--- src/rtl/rfnoc_conv2bto32b_pack_pkg.sv ---
// rtl/rfnoc_conv2bto32b_pack_pkg.sv - shared QPSK packing constants and slot placement helper
package rfnoc_conv2bto32b_pack_pkg;

    localparam int DEF_ITEM_W = 32;
    localparam int DEF_SYM_W  = 2;
    localparam int DEF_CHDR_W = 64;
    localparam int CTX_USER_W = 4;

    // Bit offset of symbol slot 'slot' inside a word of 'spw' symbols.
    // msb_first puts slot 0 at the top of the word, otherwise at the bottom.
    function automatic int slot_lsb(input int slot, input int spw, input int sym_w,
                                    input bit msb_first);
        return msb_first ? (spw - 1 - slot) * sym_w : slot * sym_w;
    endfunction

endpackage

--- src/rtl/rfnoc_conv2bto32b_pack_axis_pipe_reg.sv ---
// rtl/rfnoc_conv2bto32b_pack_axis_pipe_reg.sv - generic one-deep registered AXIS stage
module rfnoc_conv2bto32b_pack_axis_pipe_reg #(
    parameter int W = 8
) (
    input  logic         i_clk,
    input  logic         i_rst,
    input  logic [W-1:0] i_s_tdata,
    input  logic         i_s_tvalid,
    output logic         o_s_tready,
    output logic [W-1:0] o_m_tdata,
    output logic         o_m_tvalid,
    input  logic         i_m_tready
);

    logic [W-1:0] r_data;
    logic         r_valid;

    assign o_s_tready = !r_valid | i_m_tready;
    assign o_m_tdata  = r_data;
    assign o_m_tvalid = r_valid;

    // Capture a beat whenever the register is empty or being drained this cycle
    always_ff @(posedge i_clk or posedge i_rst) begin
        if (i_rst) begin
            r_data  <= '0;
            r_valid <= 1'b0;
        end else if (i_s_tvalid && o_s_tready) begin
            r_data  <= i_s_tdata;
            r_valid <= 1'b1;
        end else if (i_m_tready) begin
            r_valid <= 1'b0;
        end
    end

endmodule

--- src/rtl/rfnoc_conv2bto32b_pack.sv ---
// rtl/rfnoc_conv2bto32b_pack.sv - packs 2-bit QPSK symbols into 32-bit words with zero-padded packet tail
module rfnoc_conv2bto32b_pack
    import rfnoc_conv2bto32b_pack_pkg::*;
#(
    parameter int ITEM_W    = DEF_ITEM_W,
    parameter int SYM_W     = DEF_SYM_W,
    parameter bit MSB_FIRST = 1'b1,
    parameter int CHDR_W    = DEF_CHDR_W
) (
    input  logic                  axis_data_clk,
    input  logic                  axis_data_rst,
    input  logic [ITEM_W-1:0]     s_payload_tdata,
    input  logic                  s_payload_tlast,
    input  logic                  s_payload_tvalid,
    output logic                  s_payload_tready,
    input  logic [CHDR_W-1:0]     s_context_tdata,
    input  logic [CTX_USER_W-1:0] s_context_tuser,
    input  logic                  s_context_tlast,
    input  logic                  s_context_tvalid,
    output logic                  s_context_tready,
    output logic [ITEM_W-1:0]     m_payload_tdata,
    output logic                  m_payload_tkeep,
    output logic                  m_payload_tlast,
    output logic                  m_payload_tvalid,
    input  logic                  m_payload_tready,
    output logic [CHDR_W-1:0]     m_context_tdata,
    output logic [CTX_USER_W-1:0] m_context_tuser,
    output logic                  m_context_tlast,
    output logic                  m_context_tvalid,
    input  logic                  m_context_tready,
    output logic [31:0]           stat_pkt_count,
    output logic [31:0]           stat_pad_syms
);

    localparam int SPW   = ITEM_W / SYM_W;
    localparam int CNT_W = $clog2(SPW);
    localparam int CTX_W = CHDR_W + CTX_USER_W + 1;
    localparam logic [CNT_W-1:0]  CNT_MAX  = CNT_W'(SPW - 1);
    localparam logic [ITEM_W-1:0] SYM_MASK = {{(ITEM_W - SYM_W){1'b0}}, {SYM_W{1'b1}}};

    logic [CNT_W-1:0]  r_sym_cnt;
    logic [ITEM_W-1:0] r_acc;
    logic [ITEM_W-1:0] r_out_data;
    logic              r_out_last;
    logic              r_out_valid;
    logic [31:0]       r_stat_pkt;
    logic [31:0]       r_stat_pad;

    logic              w_accept;
    logic              w_full;
    logic              w_emit;
    logic [ITEM_W-1:0] w_word;
    logic [CTX_W-1:0]  w_ctx_in;
    logic [CTX_W-1:0]  w_ctx_out;

    assign s_payload_tready = !r_out_valid | m_payload_tready;
    assign w_accept         = s_payload_tvalid & s_payload_tready;
    assign w_full           = (r_sym_cnt == CNT_MAX);
    assign w_emit           = w_accept & (s_payload_tlast | w_full);

    assign m_payload_tdata  = r_out_data;
    assign m_payload_tkeep  = 1'b1;
    assign m_payload_tlast  = r_out_last;
    assign m_payload_tvalid = r_out_valid;
    assign stat_pkt_count   = r_stat_pkt;
    assign stat_pad_syms    = r_stat_pad;

    // Merge the incoming symbol into its slot; unfilled slots are already zero, which forms the pad
    always_comb begin
        w_word = r_acc | ((s_payload_tdata & SYM_MASK)
                          << slot_lsb(int'(r_sym_cnt), SPW, SYM_W, MSB_FIRST));
    end

    // Symbol slot counter and partial-word accumulator, cleared each time a word is handed off
    always_ff @(posedge axis_data_clk or posedge axis_data_rst) begin
        if (axis_data_rst) begin
            r_sym_cnt <= '0;
            r_acc     <= '0;
        end else if (w_accept) begin
            if (w_emit) begin
                r_sym_cnt <= '0;
                r_acc     <= '0;
            end else begin
                r_sym_cnt <= r_sym_cnt + CNT_W'(1);
                r_acc     <= w_word;
            end
        end
    end

    // Output holding register; a new word only loads when the previous one has been taken
    always_ff @(posedge axis_data_clk or posedge axis_data_rst) begin
        if (axis_data_rst) begin
            r_out_data  <= '0;
            r_out_last  <= 1'b0;
            r_out_valid <= 1'b0;
        end else if (w_emit) begin
            r_out_data  <= w_word;
            r_out_last  <= s_payload_tlast;
            r_out_valid <= 1'b1;
        end else if (m_payload_tready) begin
            r_out_valid <= 1'b0;
        end
    end

    // Packet and pad-symbol statistics, counted when the packet's last symbol is accepted
    always_ff @(posedge axis_data_clk or posedge axis_data_rst) begin
        if (axis_data_rst) begin
            r_stat_pkt <= '0;
            r_stat_pad <= '0;
        end else if (w_accept && s_payload_tlast) begin
            r_stat_pkt <= r_stat_pkt + 32'd1;
            r_stat_pad <= r_stat_pad + 32'(CNT_MAX - r_sym_cnt);
        end
    end

    assign w_ctx_in = {s_context_tuser, s_context_tlast, s_context_tdata};

    rfnoc_conv2bto32b_pack_axis_pipe_reg #(
        .W (CTX_W)
    ) u_ctx_reg (
        .i_clk      (axis_data_clk),
        .i_rst      (axis_data_rst),
        .i_s_tdata  (w_ctx_in),
        .i_s_tvalid (s_context_tvalid),
        .o_s_tready (s_context_tready),
        .o_m_tdata  (w_ctx_out),
        .o_m_tvalid (m_context_tvalid),
        .i_m_tready (m_context_tready)
    );

    assign m_context_tuser = w_ctx_out[CTX_W-1 -: CTX_USER_W];
    assign m_context_tlast = w_ctx_out[CHDR_W];
    assign m_context_tdata = w_ctx_out[CHDR_W-1:0];

endmodule
--- config.mk ---
export PLATFORM = sky130hd
export DESIGN_NAME = rfnoc_conv2bto32b_pack
export DESIGN_NICKNAME = d
export VERILOG_FILES = /design/src/rtl/rfnoc_conv2bto32b_pack_pkg.sv /design/src/rtl/rfnoc_conv2bto32b_pack_axis_pipe_reg.sv /design/src/rtl/rfnoc_conv2bto32b_pack.sv
export SDC_FILE = /design/constraint.sdc
export NUM_CORES = 1
export LEC_CHECK = 0
export ABC_AREA = 1
export CAP_MARGIN = 20
export CORE_MARGIN = 4
export CORE_UTILIZATION = 48
export CTS_BUF_LIST = sky130_fd_sc_hd__clkbuf_16
export CTS_CLUSTER_SIZE = 40
export DETAILED_ROUTE_END_ITERATION = 8
export DONT_BUFFER_PORTS = 1
export SLEW_MARGIN = 20
export SYNTH_ARGS = -nofsm -noshare
export SYNTH_HDL_FRONTEND = slang
export SYNTH_SLANG_ARGS = --single-unit
--- constraint.sdc ---
create_clock -name axis_data_clk -period 19.7 [get_ports axis_data_clk]
set_clock_uncertainty 0.1 [all_clocks]
set_input_delay 3.94 -clock axis_data_clk [delete_from_list [all_inputs] [get_ports axis_data_clk]]
set_output_delay 3.94 -clock axis_data_clk [all_outputs]
set_load 0.01 [all_outputs]
==> results.tsv <==
stage	metric	value	unit
place	Place WS	11.55	ns
place	DP Area	9460	um^2
setup_path	critical path arrival	4.10	ns
timing	unrepaired setup endpoints after global routing	false	
synthesis	ys flop type	dfrtp_1	
synthesis	Mapped Nets	1109	
synthesis	library cells used by synthesis	33	
grt	global route overflow	0	
final_layout	Area Overhead vs Synth	9.42	%
setup_path	Slowest-stage cell, CP	nand2_1	
clock_network	Reg clk slew, reported paths	0.06	ns
setup_path	CP max FO	3	
floorplanning	Die Span Y	147	um
synthesis	sequential share of the synthesized area	54.9	%
final_layout	most common cell after layout, fill and taps aside	nand2_1	
timing	Rel. slew slack	37.3	%
place	Buffers on Ports	0	
grt	largest net degree at the start of global routing	141	
synthesis	EDFF count, synth	0	
synthesis	ys async rst share	100	%
synthesis	Yosys Warn Count	0	
floorplanning	I/O pin count	279	
clock_network	total CTS buffers	23	
final_layout	fin nets	1107	
route	Antenna Nets Post-Route	0	
setup_path	Req. time, crit path	15.66	ns
timing	Final Hold Vio Count	0	
synthesis	#FFs+latches synth	204	
power	Pwr Density	108	nW/um^2
setup_path	classification of the worst setup path	input port to output port	
grt	first-pass GRT wire length	35100	um
power	LEAKAGE	4.74	nW
clock_network	Post-CTS Resized	0	
floorplanning	core area	18900	um^2
grt	All-Layer GR Usage	19.7	%
setup_path	critical path startpoint category	input port	
clock_network	hold_buf cts	0	
clock_network	# Post-CTS Setup Buffers	0	
power	worst vdd ir	0.0557	mV
setup_path	Critical path buffers and inverters	1	
route	Vias/cell	5.10	
final_layout	Antenna diodes	0	
place	DP Wirelength	15300	um
clock_network	CTS Sinks	204	
final_layout	fraction of layout cells with a size suffix above 1	13.1	%
route	drt total wl	21700	um
setup_path	nature of the critical path endpoint	output port	
floorplanning	Die Wd	147	um
timing	max-slew violations	0	
route	vias	6472	
route	DRT Pass-1 Iters	5	
grt	vias in the first global route	6437	
timing	Final setup viols	0	
route	initial drt markers	403	
timing	worst slew pin tran	0.941	ns
clock_network	H-tree level count	1	
final_layout	Final Util	53.8	%
worst_hold_path	worst min path class	flop to flop	
run	max-cap viol count	0	
final_layout	final instance area	10200	um^2
final_layout	filler instances	1706	
clock_network	Skew-Pair Late Insertion Delay	0.51	ns
clock_network	Max clock buf depth	3	
timing	final worst setup slack	11.56	ns
outcome	outcome	finished, final reports clean	
final_layout	commonest non-fill, non-tap cells in the layout	nand2_1 (309), dfrtp_1 (204), inv_1 (100), mux2_2 (69), nor2_1 (64)	
timing	final critical-path share of the clock period	41.3	%
synthesis	synthesized cell area	9290	um^2
timing	Tmin final	8.14	ns
synthesis	Post-Synthesis Cells	994	
synthesis	syn avg cell area	9.35	um^2
setup_path	Critical Path, Cell by Cell	inv_1 > nand2_1	
floorplanning	die footprint	21700	um^2
clock_network	CTS tree	built	
setup_path	family with the most delay on the worst path	simple AND/OR/NAND/NOR gates	
place	gpl congestion	0.801	
route	DRC viols	0	
timing	setup_tns	0	ns
grt	initial antenna violation count	0	
timing	Fmax achieved	123	MHz
setup_path	CP max stage delay	0.15	ns
floorplanning	Rows	50	
route	wire length per cell	17.1	um
floorplanning	Starting Density	49.2	%
clock_network	CTS root buf	clkbuf_16	
[cell families (layout without fill, tap and decap cells)]
group / Yosys count / count (layout) / share of synthesized area [%]
AO/OA/AOI/OAI: 79 / 79 / 4.59
other: 1 / 1 / 0.0403
AND/OR/NAND/NOR: 468 / 468 / 21.7
multiplexers: 69 / 69 / 8.36
buffers and inverters: 132 / 146 / 6.18
flip-flops: 204 / 204 / 54.9
adder cells (fa/ha/maj): 7 / 7 / 1.02
XOR/XNOR: 34 / 34 / 3.20
[metal layers]
metal / track usage (%) / share of wire, % / vias up
met2: 31.3 / 48 / 175
met1: 26.8 / 42 / 3112
met5: 0 / 0 / -
met3: 5.80 / 7.5 / 38
met4: 4.99 / 2.0 / 0
li1: - / - / 3147
[stage by stage]
stage / instances / hold slack (ns) / total power, W
finish: 1268 / 0.404 / 0.00110
floorplan: 994 / 0.378 / 0.000658
CTS: 1268 / 0.408 / 0.00112
global placement: 1227 / 0.389 / 0.000700
global route: 1268 / 0.423 / 0.00116
detailed placement: 1227 / 0.398 / 0.000706
[final cells by class]
class / instances / area [um^2] / area share (%)
sequential: 204 / 5100 / 50.2
multi-input combinational: 658 / 3620 / 35.6
clock buffer: 23 / 576 / 5.66
inverter: 103 / 395 / 3.89
tap: 260 / 325 / 3.20
clock inverter: 18 / 136 / 1.34
timing repair buffer: 2 / 15.0 / 0.148
[synthesized netlist by cell type (7+ instances only)]
cell / n / area [um^2]
a21oi_1: 32 / 160
nand3_1: 36 / 180
dfrtp_1: 204 / 5100
nand2_1: 310 / 1160
nand3b_1: 9 / 67.6
buf_6: 7 / 78.8
nor3_1: 13 / 65.1
xnor2_1: 18 / 158
o21ai_0: 37 / 185
mux2_2: 69 / 777
buf_2: 18 / 90.1
xor2_1: 16 / 140
nand4_1: 17 / 106
inv_1: 99 / 372
nor2_1: 64 / 240
[power breakdown]
part,total (W),switching (W),internal [W],leakage [nW]
combinational,0.000145,0.0000872,0.0000579,1.76
sequential,0.000550,0.0000798,0.000470,2.62
clock,0.000407,0.000169,0.000238,0.360
total,0.00110,0.000336,0.000766,4.74
[path summary, 6_finish.rpt]
| kind | end | slack, ns | startpoint | depth (start not counted) |
|---|---|---|---|---|
| max | s_context_tready | 11.56 | m_context_tready | 2 |
| min | r_acc[18] | 0.40 | r_acc[18] | 2 |
| max reg2reg | m_payload_tdata[0] | 16.60 | m_payload_tvalid | 8 |
| min reg2reg | r_acc[18] | 0.40 | r_acc[18] | 2 |
| max in group asynchronous | stat_pkt_count[0] | 14.63 | axis_data_rst | 2 |
| min in group asynchronous | u_ctx_reg.o_m_tdata[58] | 3.40 | axis_data_rst | 1 |
[state kept, by name (all words and copies together), names as in the netlist]
register and count:
u_ctx_reg.o_m_tdata 69, m_payload_tdata 32, r_acc 32, stat_pad_syms 32
stat_pkt_count 32, r_sym_cnt 4, m_payload_tlast 1, m_payload_tvalid 1
u_ctx_reg.o_m_tvalid 1
Note: power is estimated with default switching activity, not from simulation.
